===== src/rtl/fir_xifu_pkg.sv =====
// rtl/fir_xifu_pkg.sv - shared types for the FIR XIFU issue-side initiator
package fir_xifu_pkg;

   localparam int unsigned XIFU_XLEN = 32;

   typedef enum logic [1:0] {
      ST_IDLE   = 2'd0,
      ST_ISSUE  = 2'd1,
      ST_COMMIT = 2'd2
   } issuer_state_e;

   typedef struct packed {
      logic [XIFU_XLEN-1:0] instr;
      logic [XIFU_XLEN-1:0] rs0;
      logic [XIFU_XLEN-1:0] rs1;
   } issue_entry_t;

   typedef struct packed {
      logic accept;
      logic writeback;
      logic loadstore;
   } resp_t;

endpackage


===== src/rtl/fir_xifu_issue_fifo.sv =====
// rtl/fir_xifu_issue_fifo.sv - show-ahead FIFO of pending issue entries
module fir_xifu_issue_fifo
   import fir_xifu_pkg::*;
#(
   parameter int unsigned DEPTH = 4
) (
   input  logic         clk_i,
   input  logic         rst_i,
   input  logic         push_i,
   input  issue_entry_t push_entry_i,
   input  logic         pop_i,
   input  logic         flush_i,
   input  logic         keep_head_i,
   output issue_entry_t head_o,
   output logic         full_o,
   output logic         empty_o
);

   localparam int unsigned AW = $clog2(DEPTH);
   localparam int unsigned CW = AW + 1;

   issue_entry_t   mem_q [DEPTH];
   logic [AW-1:0]  rd_ptr_q;
   logic [AW-1:0]  wr_ptr_q;
   logic [CW-1:0]  count_q;
   logic           push_ok;
   logic           pop_ok;

   assign full_o  = (count_q == CW'(DEPTH));
   assign empty_o = (count_q == '0);
   assign head_o  = mem_q[rd_ptr_q];
   assign push_ok = push_i & ~full_o & ~flush_i;
   assign pop_ok  = pop_i & ~empty_o;

   always_ff @(posedge clk_i) begin
      if (push_ok) begin
         mem_q[wr_ptr_q] <= push_entry_i;
      end
   end

   // A flush while the head is on the issue channel keeps just that entry.
   always_ff @(posedge clk_i) begin
      if (rst_i) begin
         rd_ptr_q <= '0;
         wr_ptr_q <= '0;
         count_q  <= '0;
      end else if (flush_i) begin
         if (keep_head_i & ~pop_ok & ~empty_o) begin
            wr_ptr_q <= rd_ptr_q + AW'(1);
            count_q  <= CW'(1);
         end else begin
            rd_ptr_q <= rd_ptr_q + AW'(pop_ok);
            wr_ptr_q <= rd_ptr_q + AW'(pop_ok);
            count_q  <= '0;
         end
      end else begin
         if (push_ok) begin
            wr_ptr_q <= wr_ptr_q + AW'(1);
         end
         if (pop_ok) begin
            rd_ptr_q <= rd_ptr_q + AW'(1);
         end
         count_q <= count_q + CW'(push_ok) - CW'(pop_ok);
      end
   end

endmodule


===== src/rtl/fir_xifu_issuer.sv =====
// rtl/fir_xifu_issuer.sv - X-interface issue/commit initiator for the FIR coprocessor
module fir_xifu_issuer
   import fir_xifu_pkg::*;
#(
   parameter int unsigned DEPTH      = 4,
   parameter int unsigned X_ID_WIDTH = 4,
   parameter int unsigned XLEN       = 32
) (
   input  logic                  clk_i,
   input  logic                  rst_i,
   input  logic                  push_valid_i,
   output logic                  push_ready_o,
   input  logic [XLEN-1:0]       push_instr_i,
   input  logic [XLEN-1:0]       push_rs0_i,
   input  logic [XLEN-1:0]       push_rs1_i,
   input  logic                  flush_i,
   output logic                  issue_valid_o,
   input  logic                  issue_ready_i,
   output logic [XLEN-1:0]       issue_instr_o,
   output logic [XLEN-1:0]       issue_rs0_o,
   output logic [XLEN-1:0]       issue_rs1_o,
   output logic [1:0]            issue_rs_valid_o,
   output logic [X_ID_WIDTH-1:0] issue_id_o,
   input  logic                  issue_accept_i,
   input  logic                  issue_writeback_i,
   input  logic                  issue_loadstore_i,
   output logic                  commit_valid_o,
   output logic [X_ID_WIDTH-1:0] commit_id_o,
   output logic                  commit_kill_o,
   output logic [2:0]            last_resp_o,
   output logic [15:0]           n_accept_o,
   output logic [15:0]           n_reject_o,
   output logic                  busy_o
);

   localparam logic [15:0] CNT_MAX = 16'hFFFF;

   issuer_state_e         state_q;
   logic [X_ID_WIDTH-1:0] id_q;
   logic [X_ID_WIDTH-1:0] commit_id_q;
   logic                  commit_valid_q;
   logic                  commit_kill_q;
   resp_t                 resp_q;
   logic [15:0]           n_accept_q;
   logic [15:0]           n_reject_q;

   issue_entry_t push_entry;
   issue_entry_t head_entry;
   logic         fifo_full;
   logic         fifo_empty;
   logic         in_issue;
   logic         handshake;
   logic         push_fire;
   logic         start_next;

   assign push_entry = '{instr: push_instr_i, rs0: push_rs0_i, rs1: push_rs1_i};
   assign in_issue   = (state_q == ST_ISSUE);
   assign handshake  = in_issue & issue_ready_i;
   assign push_fire  = push_valid_i & ~fifo_full & ~flush_i;
   // A push into an idle, empty buffer starts issuing on the same edge.
   assign start_next = ~flush_i & (~fifo_empty | push_fire);

   fir_xifu_issue_fifo #(
      .DEPTH (DEPTH)
   ) u_fifo (
      .clk_i        (clk_i),
      .rst_i        (rst_i),
      .push_i       (push_valid_i),
      .push_entry_i (push_entry),
      .pop_i        (handshake),
      .flush_i      (flush_i),
      .keep_head_i  (in_issue),
      .head_o       (head_entry),
      .full_o       (fifo_full),
      .empty_o      (fifo_empty)
   );

   always_ff @(posedge clk_i) begin
      if (rst_i) begin
         state_q        <= ST_IDLE;
         id_q           <= '0;
         commit_id_q    <= '0;
         commit_valid_q <= 1'b0;
         commit_kill_q  <= 1'b0;
         resp_q         <= '0;
         n_accept_q     <= '0;
         n_reject_q     <= '0;
      end else begin
         case (state_q)
            ST_IDLE: begin
               if (start_next) begin
                  state_q <= ST_ISSUE;
               end
            end
            ST_ISSUE: begin
               if (issue_ready_i) begin
                  state_q        <= ST_COMMIT;
                  resp_q         <= '{accept:    issue_accept_i,
                                      writeback: issue_writeback_i,
                                      loadstore: issue_loadstore_i};
                  commit_valid_q <= 1'b1;
                  commit_kill_q  <= ~issue_accept_i;
                  commit_id_q    <= id_q;
               end
            end
            ST_COMMIT: begin
               commit_valid_q <= 1'b0;
               commit_kill_q  <= 1'b0;
               id_q           <= id_q + X_ID_WIDTH'(1);
               if (resp_q.accept) begin
                  if (n_accept_q != CNT_MAX) n_accept_q <= n_accept_q + 16'd1;
               end else begin
                  if (n_reject_q != CNT_MAX) n_reject_q <= n_reject_q + 16'd1;
               end
               state_q <= start_next ? ST_ISSUE : ST_IDLE;
            end
            default: state_q <= ST_IDLE;
         endcase
      end
   end

   assign push_ready_o     = ~fifo_full;
   assign issue_valid_o    = in_issue;
   assign issue_instr_o    = in_issue ? head_entry.instr : '0;
   assign issue_rs0_o      = in_issue ? head_entry.rs0 : '0;
   assign issue_rs1_o      = in_issue ? head_entry.rs1 : '0;
   assign issue_rs_valid_o = {2{in_issue}};
   assign issue_id_o       = in_issue ? id_q : '0;
   assign commit_valid_o   = commit_valid_q;
   assign commit_id_o      = commit_id_q;
   assign commit_kill_o    = commit_kill_q;
   assign last_resp_o      = resp_q;
   assign n_accept_o       = n_accept_q;
   assign n_reject_o       = n_reject_q;
   assign busy_o           = (state_q != ST_IDLE) | ~fifo_empty;

endmodule


===== config.mk =====
export PLATFORM = sky130hd
export DESIGN_NAME = fir_xifu_issuer
export DESIGN_NICKNAME = d
export VERILOG_FILES = /design/src/rtl/fir_xifu_pkg.sv /design/src/rtl/fir_xifu_issue_fifo.sv /design/src/rtl/fir_xifu_issuer.sv
export SDC_FILE = /design/constraint.sdc
export NUM_CORES = 1
export LEC_CHECK = 0
export CORE_ASPECT_RATIO = 0.9
export CORE_MARGIN = 3
export CORE_UTILIZATION = 25
export DETAILED_ROUTE_END_ITERATION = 10
export PLACE_DENSITY = 0.44
export SYNTH_ARGS = -nofsm -noshare
export SYNTH_HDL_FRONTEND = slang
export SYNTH_SLANG_ARGS = --single-unit

===== constraint.sdc =====
create_clock -name clk_i -period 10.1 [get_ports clk_i]
set_clock_uncertainty 0.1 [all_clocks]
set_input_delay 1.01 -clock clk_i [delete_from_list [all_inputs] [get_ports clk_i]]
set_output_delay 1.01 -clock clk_i [all_outputs]
set_load 0.05 [all_outputs]

==> out/qor.csv, run 1 <==
metric,value,unit
status,completed,
CTS root buf,clkbuf_16,
Fillers,6617,
Most Crowded Layer GR,met2,
Max-Cap Viols,0,
"commonest non-fill, non-tap cells in the layout","384 x edfxtp_1, 248 x clkdlybuf4s50_1, 101 x and2_1",
Yosys top cell area share,66.6,%
Starting Density,25.6,%
core area,0.0678,mm2
clk sinks,440,
mean routed wirelength per cell,19.5,um
clk_lat worst skew,580,ps
cell taking the most area after synthesis,edfxtp_1,
Worst path slowest cell,dfxtp_4,
CP Depth,4,
CTS H-Tree Depth,2,
CP Data Arrival Time,3630,ps
crit path time final,4740,ps
Yosys cell types,54,
full die area,0.0725,mm2
RSZ-0062 raised after global routing,no,
syn_area_per_cell,18.4,um2
largest incremental delay on the critical path,940,ps
Critical Path End,issue_rs1_o[16],
Synth Flop Type,edfxtp_1,
buffers inserted by post-CTS timing repair,0,
Post-Syn Area,0.0173,mm2
initial detailed-routing violation count,515,
die span in y,256,um
Slew HR,32.9,%
"commonest non-fill, non-tap cell in the layout",edfxtp_1,
total negative slack,0,ps
Port Buffers,249,
Worst Hold Class,reg2reg,
Vias/cell,4.32,
# DRC,0,
endpoints failing setup,0,
Final Wtd Congestion,0.741,
met2 Usage GRT,18.2,%
Reg2Reg Setup Slack,6170,ps
Hold Slack,367,ps
cell count after synthesis,941,
Post-synth EDFFs,384,
r2r worst-path depth,13,
fin crit share,46.9,%
crit path cell chain,"buf_4, mux4_2, and2_1, clkdlybuf4s50_1",
register area share after synthesis,73.0,%
CP max FO,52,
# hold bufs at CTS,0,
WP buf/inv,2,
Required @ worst endpoint,8990,ps
number of CTS-inserted buffers,50,
CP Launch Type,register,
number of cell rows,90,
Routed Antenna Nets,0,
top post-synthesis cells by area,"edfxtp_1 67%, mux4_2 12%, dfxtp_1 6.5%, and2_1 3.8%, a21oi_1 0.95%",
"Worst Path Class, Setup",reg2out,
Critical Path End Type,output port,
via count,9395,
final hold violations,0,
first-pass GRT wire length,65.0,mm
critical path's top delay family,buffers and inverters,
Syn Nets,1056,
number of top-level pins,250,
final slew viol count,0,
leakage power total,6.98,nW
CTS tree,done,
grt total ovfl,0,
worst-margin pin slew,1010,ps
met3 usage,3.63,%
worst flop-to-flop path startpoint,state_q[0]$_SDFFE_PP0P_,
# resized after CTS,0,
Yosys warnings,0,
Area Overhead vs Synth,29.9,%
hold_sp,commit_id_o[2]$_SDFFE_PP0P_,
asr flop ratio synth,0,%
number of global-route vias before repair,10137,
DR pass1 iterations,5,
Pwr Density,180,mW/mm2
M1 GR Usage,15.7,%
maximum vdd drop,0.112,mV
layout cells sized above 1,16.5,%
Die Width,283,um
largest net degree at the start of global routing,83,
Yosys reg bits,440,
final wirelength,42.4,mm
placed wire-length estimate,25.9,mm
antenna violations before repair,11,
r2r endpoint,u_fifo.count_q[2]$_SDFF_PP0_,
GRT Total Usage,11.6,%
Nets,1325,
f_max,211,MHz
CTS Buffer Depth,3,
CTS clock-pin slew for the worst setup and hold paths,60,ps
-- report_power, final --
group / total [mW] / leakage, nW / internal (mW) / switching (mW)
clock: 1.76 / 0.774 / 1.04 / 0.726
sequential: 2.03 / 3.94 / 2.02 / 0.00960
combinational: 0.253 / 2.27 / 0.0999 / 0.153
-- worst reg2reg max path, cell delays in order, from the launching register on --
cell      delay, ps
dfxtp_1         490
nand2b_1        230
clkinv_2        380
buf_4           600
nand2_1         440
nor2_1          260
ha_1            260
inv_1            60
ha_1            140
inv_1            50
fa_1            400
xor2_1          180
xnor2_1         140
nor3_1           60
-- through the flow --
stage / utilization [%] / area, um2 / power, mW / setup slack, ps / cells
finish: 33.2 / 22500 / 4.04 / 5360 / 2174
global route: 33.2 / 22500 / 4.22 / 5080 / 2169
CTS: 33.2 / 22500 / 4.12 / 5190 / 2169
detailed placement: 30.8 / 20900 / 2.32 / 5800 / 2078
global placement: 30.8 / 20900 / 2.32 / 5830 / 2078
floorplan: - / 17300 / 2.20 / 5860 / 941
-- cell usage after synthesis (2+ instances only) --
master    instances
edfxtp_1        384
and2_1          105
mux4_2           96
dfxtp_1          56
a21oi_1          33
nand2_1          29
clkbuf_1         26
nor2_1           22
nand3_1          16
or4_1            16
o31ai_1          15
buf_2            14
inv_1            13
ha_1             10
nand4_1           9
o21ai_0           8
or3_1             7
a211oi_1          6
mux2i_1           6
nor2b_1           6
nor3_1            6
mux2_2            5
and4_1            4
nor4_1            4
buf_1             3
buf_4             3
nand2b_1          3
o41ai_1           3
xnor2_1           3
xor2_1            3
a31oi_1           2
o311ai_0          2
or2_2             2
-- layer usage --
metal / routed length, um / up-vias
met5: 80 / -
met2: 19200 / 234
met1: 19500 / 4771
li1: - / 4312
met3: 2840 / 66
met4: 708 / 12
-- logic make-up (layout without fill, tap and decap cells) --
group | after synthesis | count (layout) | synth area share [%]
flops | 440 | 440 | 73.0
simple gates | 241 | 241 | 8.42
mux | 107 | 107 | 13.2
compound gates | 76 | 76 | 2.77
buf+inv | 60 | 368 | 1.47
fa+ha+maj | 11 | 11 | 0.838
xor+xnor | 6 | 6 | 0.303
other cells | 0 | 5 | 0
-- cell type report --
cell class,count,area [um2],area share [%]
tap,920,1150,5.12
timing repair buffer,263,2590,11.5
inverter,14,53.8,0.239
multi-input combinational,441,4430,19.7
clock inverter,31,304,1.35
clock buffer,60,1290,5.73
antenna,5,12.5,0.0556
sequential,440,12700,56.3
-- how the worst min path moves through the flow --
stage / slack (ps) / depth (start not counted) / end
floorplan: 360 / 2 / commit_id_o[3]$_SDFFE_PP0P_
global placement: 350 / 2 / commit_id_o[2]$_SDFFE_PP0P_
detailed placement: 360 / 2 / last_resp_o[0]$_SDFFE_PP0P_
CTS: 370 / 2 / last_resp_o[0]$_SDFFE_PP0P_
global route: 390 / 2 / commit_id_o[2]$_SDFFE_PP0P_
finish: 370 / 2 / commit_id_o[2]$_SDFFE_PP0P_
-- state kept, by name, summed over array words and instances (netlist names), 3 cells and up, named ones only --
name	count
u_fifo.mem_q	384
n_accept_o	16
n_reject_o	16
commit_id_o	4
id_q	4
last_resp_o	3
u_fifo.count_q	3
Note: power is estimated with default switching activity, not from simulation.
==> run 2, diff against run 1 <==
Clock period 10.1 ns to 4.97 ns, I/O delays scaled along.
==> run 2 against run 1 <==
Net effect: first-iteration DRC count increased by 30%; core utilization up 0.27 points; die area is the same; routed wire length is 1.9% higher; hold slack worse by 35 ps; count of clock-buffer cells in the layout is 3 higher; critical path type unchanged; critical endpoint is now issue_instr_o[3].
==> out/qor.csv, run 2 (synthesized netlist as in run 1, its figures left out) <==
metric,value,unit,change
final hold violations,0,,unchanged
Slew HR,45.8,%,+13 points
clk_lat worst skew,580,ps,about the same
hold_sp,rst_i,,
Vias/cell,4.34,,+0.54%
r2r endpoint,u_fifo.count_q[2]$_SDFF_PP0_,,
grt total ovfl,0,,unchanged
Starting Density,25.6,%,unchanged
core area,0.0678,mm2,unchanged
CTS H-Tree Depth,2,,unchanged
"commonest non-fill, non-tap cells in the layout","384 x edfxtp_1, 248 x clkdlybuf4s50_1, 101 x and2_1",,
max FFs per register,384,,unchanged
Critical Path End Type,output port,,
RSZ-0062 raised after global routing,no,,
number of CTS-inserted buffers,51,,+2.0%
# hold bufs at CTS,0,,unchanged
number of cell rows,90,,unchanged
Reg2Reg Setup Slack,1610,ps,-4560 ps
# DRC,0,,unchanged
status,completed,,
full die area,0.0725,mm2,unchanged
Port Buffers,249,,unchanged
CP Launch Type,register,,
"commonest non-fill, non-tap cell in the layout",edfxtp_1,,
largest incremental delay on the critical path,810,ps,-130 ps
Placed Area,0.0210,mm2,+0.59%
number of global-route vias before repair,10061,,-0.75%
total negative slack,0,ps,unchanged
r2r worst-path depth,13,,unchanged
hold path depth,2,,unchanged
die span in y,256,um,unchanged
via count,9489,,+1.0%
number of top-level pins,250,,unchanged
layout cells sized above 1,17.2,%,+0.66 points
first-pass GRT wire length,65.8,mm,+1.2%
final slew viol count,0,,unchanged
Area Overhead vs Synth,30.9,%,
WHS Endpoint,last_resp_o[2]$_SDFFE_PP0P_,,
CTS Buffer Depth,3,,unchanged
CP max FO,32,,-38%
mean routed wirelength per cell,19.8,um,+1.5%
worst-margin pin slew,813,ps,-193 ps
CTS root buf,clkbuf_16,,
placed wire-length estimate,26.9,mm,+3.8%
Nets,1334,,+0.68%
Worst path slowest cell,dfxtp_4,,
pre-CTS setup slack,1530,ps,-4270 ps
endpoints failing setup,0,,unchanged
Hold Slack,333,ps,-34.6 ps
dpl cells,2086,,+0.38%
antenna violations before repair,7,,-4
CP Data Arrival Time,3270,ps,-360 ps
largest net degree at the start of global routing,63,,-24%
crit path time final,3870,ps,
final instance area,0.0227,mm2,+0.82%
CTS clock-pin slew for the worst setup and hold paths,60,ps,about the same
Final Wtd Congestion,0.735,,-0.84%
Worst Hold Class,in2reg,,
# resized after CTS,0,,unchanged
Max-Cap Viols,0,,unchanged
Die Width,283,um,unchanged
f_max,259,MHz,
buffers inserted by post-CTS timing repair,0,,unchanged
Routed Antenna Nets,0,,unchanged
"Worst Path Class, Setup",reg2out,,
DR pass1 iterations,4,,-1
CTS tree,done,,
fin crit share,77.8,%,
maximum vdd drop,0.212,mV,+89%
GRT Total Usage,11.8,%,+0.21 points
final worst slack,1100,ps,-4260 ps
worst flop-to-flop path startpoint,state_q[0]$_SDFFE_PP0P_,,
Required @ worst endpoint,4370,ps,-4620 ps
clk sinks,440,,unchanged
leakage power total,7.06,nW,+1.2%
final std cells w/o fill,2184,,+0.46%
initial detailed-routing violation count,671,,+30%
final wirelength,43.2,mm,+1.9%
largest reg by FF count,u_fifo.mem_q,,
crit path cell chain,"buf_12, mux4_2, and2_1, clkdlybuf4s50_1",,
Pwr Density,368,mW/mm2,+100%
## run 2: cell count changes in the layout (fill, tap and decap cells not counted), moves of 2 or more
| cell | before | now |
|---|---|---|
| inv_6 | 1 | 3 |
| clkinv_4 | 1 | 3 |
| clkbuf_8 | 0 | 2 |
| clkinv_2 | 9 | 5 |
| buf_4 | 14 | 17 |
| buf_12 | 0 | 5 |
## run 2: worst max-delay path by stage
stage | from | endpoint
2_1_floorplan | u_fifo.count_q[1]$_SDFF_PP0_ | u_fifo.mem_q[0][0]$_DFFE_PP_
3_3_place_gp | state_q[0]$_SDFFE_PP0P_ | u_fifo.count_q[2]$_SDFF_PP0_
3_5_place_dp | state_q[0]$_SDFFE_PP0P_ | u_fifo.count_q[2]$_SDFF_PP0_
4_1_cts | register | issue_rs1_o[31]
5_1_grt | register | issue_rs1_o[31]
6_report | register | issue_instr_o[3]
## run 2: metrics by stage
step	power [mW]	utilization, %
CTS	8.51	33.4
floorplan	4.46	-
global route	8.70	33.4
finish	8.34	33.5
detailed placement	4.72	31.0
global placement	4.72	31.0
## run 2: cell type report
type / instances / area, um2
diodes: 5 / 12.5
clock buffers: 63 / 1340
clock inverters: 30 / 313
fillers: 6598 / 45100
inverters: 14 / 53.8
multi-input cells: 441 / 4430
flip-flops and latches: 440 / 12700
well taps: 920 / 1150
repair buffers: 271 / 2720
## run 2: report_power, final
group / internal [mW] / total [mW] / switching (mW)
registers: 4.10 / 4.12 / 0.0201
clock network: 2.22 / 3.70 / 1.48
logic: 0.207 / 0.518 / 0.311
total: 6.52 / 8.34 / 1.81
## run 2: per-layer routing
metal / routed length (um) / global-route usage (%) / vias up
met5: 41 / 0 / -
met4: 905 / 3.23 / 6
met3: 2990 / 3.84 / 72
met2: 19700 / 18.3 / 232
met1: 19600 / 16.0 / 4849
li1: - / - / 4330
## run 2: critical path: cells and delay by family (launching register included)
family,cells,cell delay (ps)
buffers and inverters,2,1080
muxes,1,600
and+or+nand+nor,1,190
DFF,1,810
==> run 3, diff against run 2 <==
Clock period 4.97 ns to 3.75 ns, I/O delays scaled along.
==> run 3 against run 2 <==
Net effect: cell area rose by 0.75%; sequential power rose by 32%; critical path depth rose by 1; cell count barely moved; critical endpoint is now issue_rs1_o[31]; routed wire length fell by 0.42%; core utilization rose by 0.25 points; first-iteration DRC count fell by 19%; non-clock buffer count rose by 5; count of clock-buffer cells in the layout fell by 9; flip-flop and latch count did not move.
==> out/qor.csv, run 3 (synthesized netlist as in run 1, its figures left out) <==
metric,value,unit,change
maximum vdd drop,0.301,mV,+42%
"commonest non-fill, non-tap cell in the layout",edfxtp_1,,
met2 Usage GRT,18.5,%,+0.13 points
worst flop-to-flop path startpoint,state_q[1]$_SDFFE_PP0P_,,
crit path time final,3540,ps,
crit path cell chain,"nand2b_1, clkinv_2, buf_12, and2_1, clkdlybuf4s50_1",,
mean routed wirelength per cell,19.7,um,-0.51%
Port Buffers,249,,unchanged
Slew HR,55.3,%,+9.5 points
hold_sp,rst_i,,
Hold Slack,190,ps,-143 ps
Fillers,6565,,-0.50%
Die Width,283,um,unchanged
Critical Path End Type,output port,,
Starting Density,25.6,%,unchanged
dpl cells,2091,,+0.24%
max FFs per register,384,,unchanged
worst-margin pin slew,669,ps,-144 ps
"commonest non-fill, non-tap cells in the layout","384 x edfxtp_1, 235 x clkdlybuf4s50_1, 101 x and2_1",,
status,completed,,
Max-Cap Viols,0,,unchanged
number of CTS-inserted buffers,50,,-2.0%
CTS H-Tree Depth,2,,unchanged
critical path's top delay family,buffers and inverters,,
GRT Total Usage,11.7,%,-0.14 points
first-pass GRT wire length,65.0,mm,-1.2%
via count,9547,,+0.61%
grt total ovfl,0,,unchanged
CTS tree,done,,
Pwr Density,491,mW/mm2,+34%
full die area,0.0725,mm2,unchanged
Worst Hold Class,in2reg,,
Worst Setup SP,state_q[0]$_SDFFE_PP0P_,,
Util after Layout,33.7,%,+0.25 points
die span in y,256,um,unchanged
total negative slack,0,ps,unchanged
CP Data Arrival Time,3070,ps,-200 ps
"Worst Path Class, Setup",reg2out,,
largest incremental delay on the critical path,840,ps,+30 ps
final instance area,0.0228,mm2,+0.75%
number of global-route vias before repair,10195,,+1.3%
initial detailed-routing violation count,545,,-19%
largest reg by FF count,u_fifo.mem_q,,
Routed Antenna Nets,0,,unchanged
final hold violations,0,,unchanged
number of cell rows,90,,unchanged
leakage power total,7.19,nW,+1.8%
Final Wtd Congestion,0.745,,+1.4%
# hold bufs at CTS,0,,unchanged
clk sinks,440,,unchanged
# DRC,0,,unchanged
core area,0.0678,mm2,unchanged
met3 usage,4.28,%,+0.45 points
fin crit share,94.5,%,
final wirelength,43.1,mm,-0.42%
final std cells w/o fill,2186,,+0.092%
CP max FO,70,,+120%
RSZ-0062 raised after global routing,no,,
antenna violations before repair,7,,unchanged
Area Overhead vs Synth,31.9,%,
M1 GR Usage,15.3,%,-0.70 points
f_max,282,MHz,
Required @ worst endpoint,3270,ps,-1100 ps
layout cells sized above 1,19.0,%,+1.8 points
clk_lat worst skew,580,ps,about the same
placed wire-length estimate,26.7,mm,-0.64%
Vias/cell,4.37,,+0.52%
endpoints failing setup,0,,unchanged
Most Crowded Layer GR,met2,,
largest net degree at the start of global routing,69,,+9.5%
CP Launch Type,register,,
WP buf/inv,3,,+1
number of top-level pins,250,,unchanged
CTS clock-pin slew for the worst setup and hold paths,60,ps,about the same
CTS root buf,clkbuf_16,,
final slew viol count,0,,unchanged
DR pass1 iterations,5,,+1
Placed Area,0.0211,mm2,+0.52%
CTS Buffer Depth,3,,unchanged
Nets,1338,,+0.30%
Worst path slowest cell,clkdlybuf4s50_1,,
## run 3: per-stage QoR
| step | setup WS [ps] | power (mW) |
|---|---|---|
| after floorplan | 919 | 5.91 |
| after global placement | 816 | 6.26 |
| after detailed placement | 757 | 6.27 |
| after CTS | 136 | 11.5 |
| after global routing | 13.3 | 11.7 |
| final | 206 | 11.2 |
## run 3: what timing repair did
action                     in CTS  in global routing
setup buffers                   0                  0
setup endpoints to repair       0                  2
gates resized for setup         0                  2
## run 3: power breakdown
group	internal [mW]	total (mW)	switching, mW
registers	5.43	5.45	0.0264
logic	0.279	0.690	0.411
clock network	3.02	5.08	2.06
total	8.72	11.2	2.50
## run 3: final cells by class
| type | count | area [um2] | share of cell area (%) |
|---|---|---|---|
| inverter | 14 | 53.8 | 0.235 |
| multi-input combinational | 441 | 4430 | 19.4 |
| clock inverter | 36 | 442 | 1.93 |
| timing repair buffer | 276 | 2830 | 12.4 |
| clock buffer | 54 | 1270 | 5.54 |
| sequential | 440 | 12700 | 55.4 |
| antenna | 5 | 12.5 | 0.0548 |
| tap | 920 | 1150 | 5.04 |
## run 3: path summary, 6_finish.rpt
kind / endpoint / slack, ps / depth (start not counted)
max: issue_rs1_o[31] / 210 / 5
min: id_q[3]$_SDFFE_PP0P_ / 190 / 2
max reg2reg: u_fifo.count_q[2]$_SDFF_PP0_ / 800 / 12
min reg2reg: last_resp_o[1]$_SDFFE_PP0P_ / 350 / 2
## run 3: metal layers
metal	vias to the layer above	wire [um]
met5	-	55
met4	8	787
met3	69	3360
met2	243	20000
met1	4884	18900
li1	4343	-
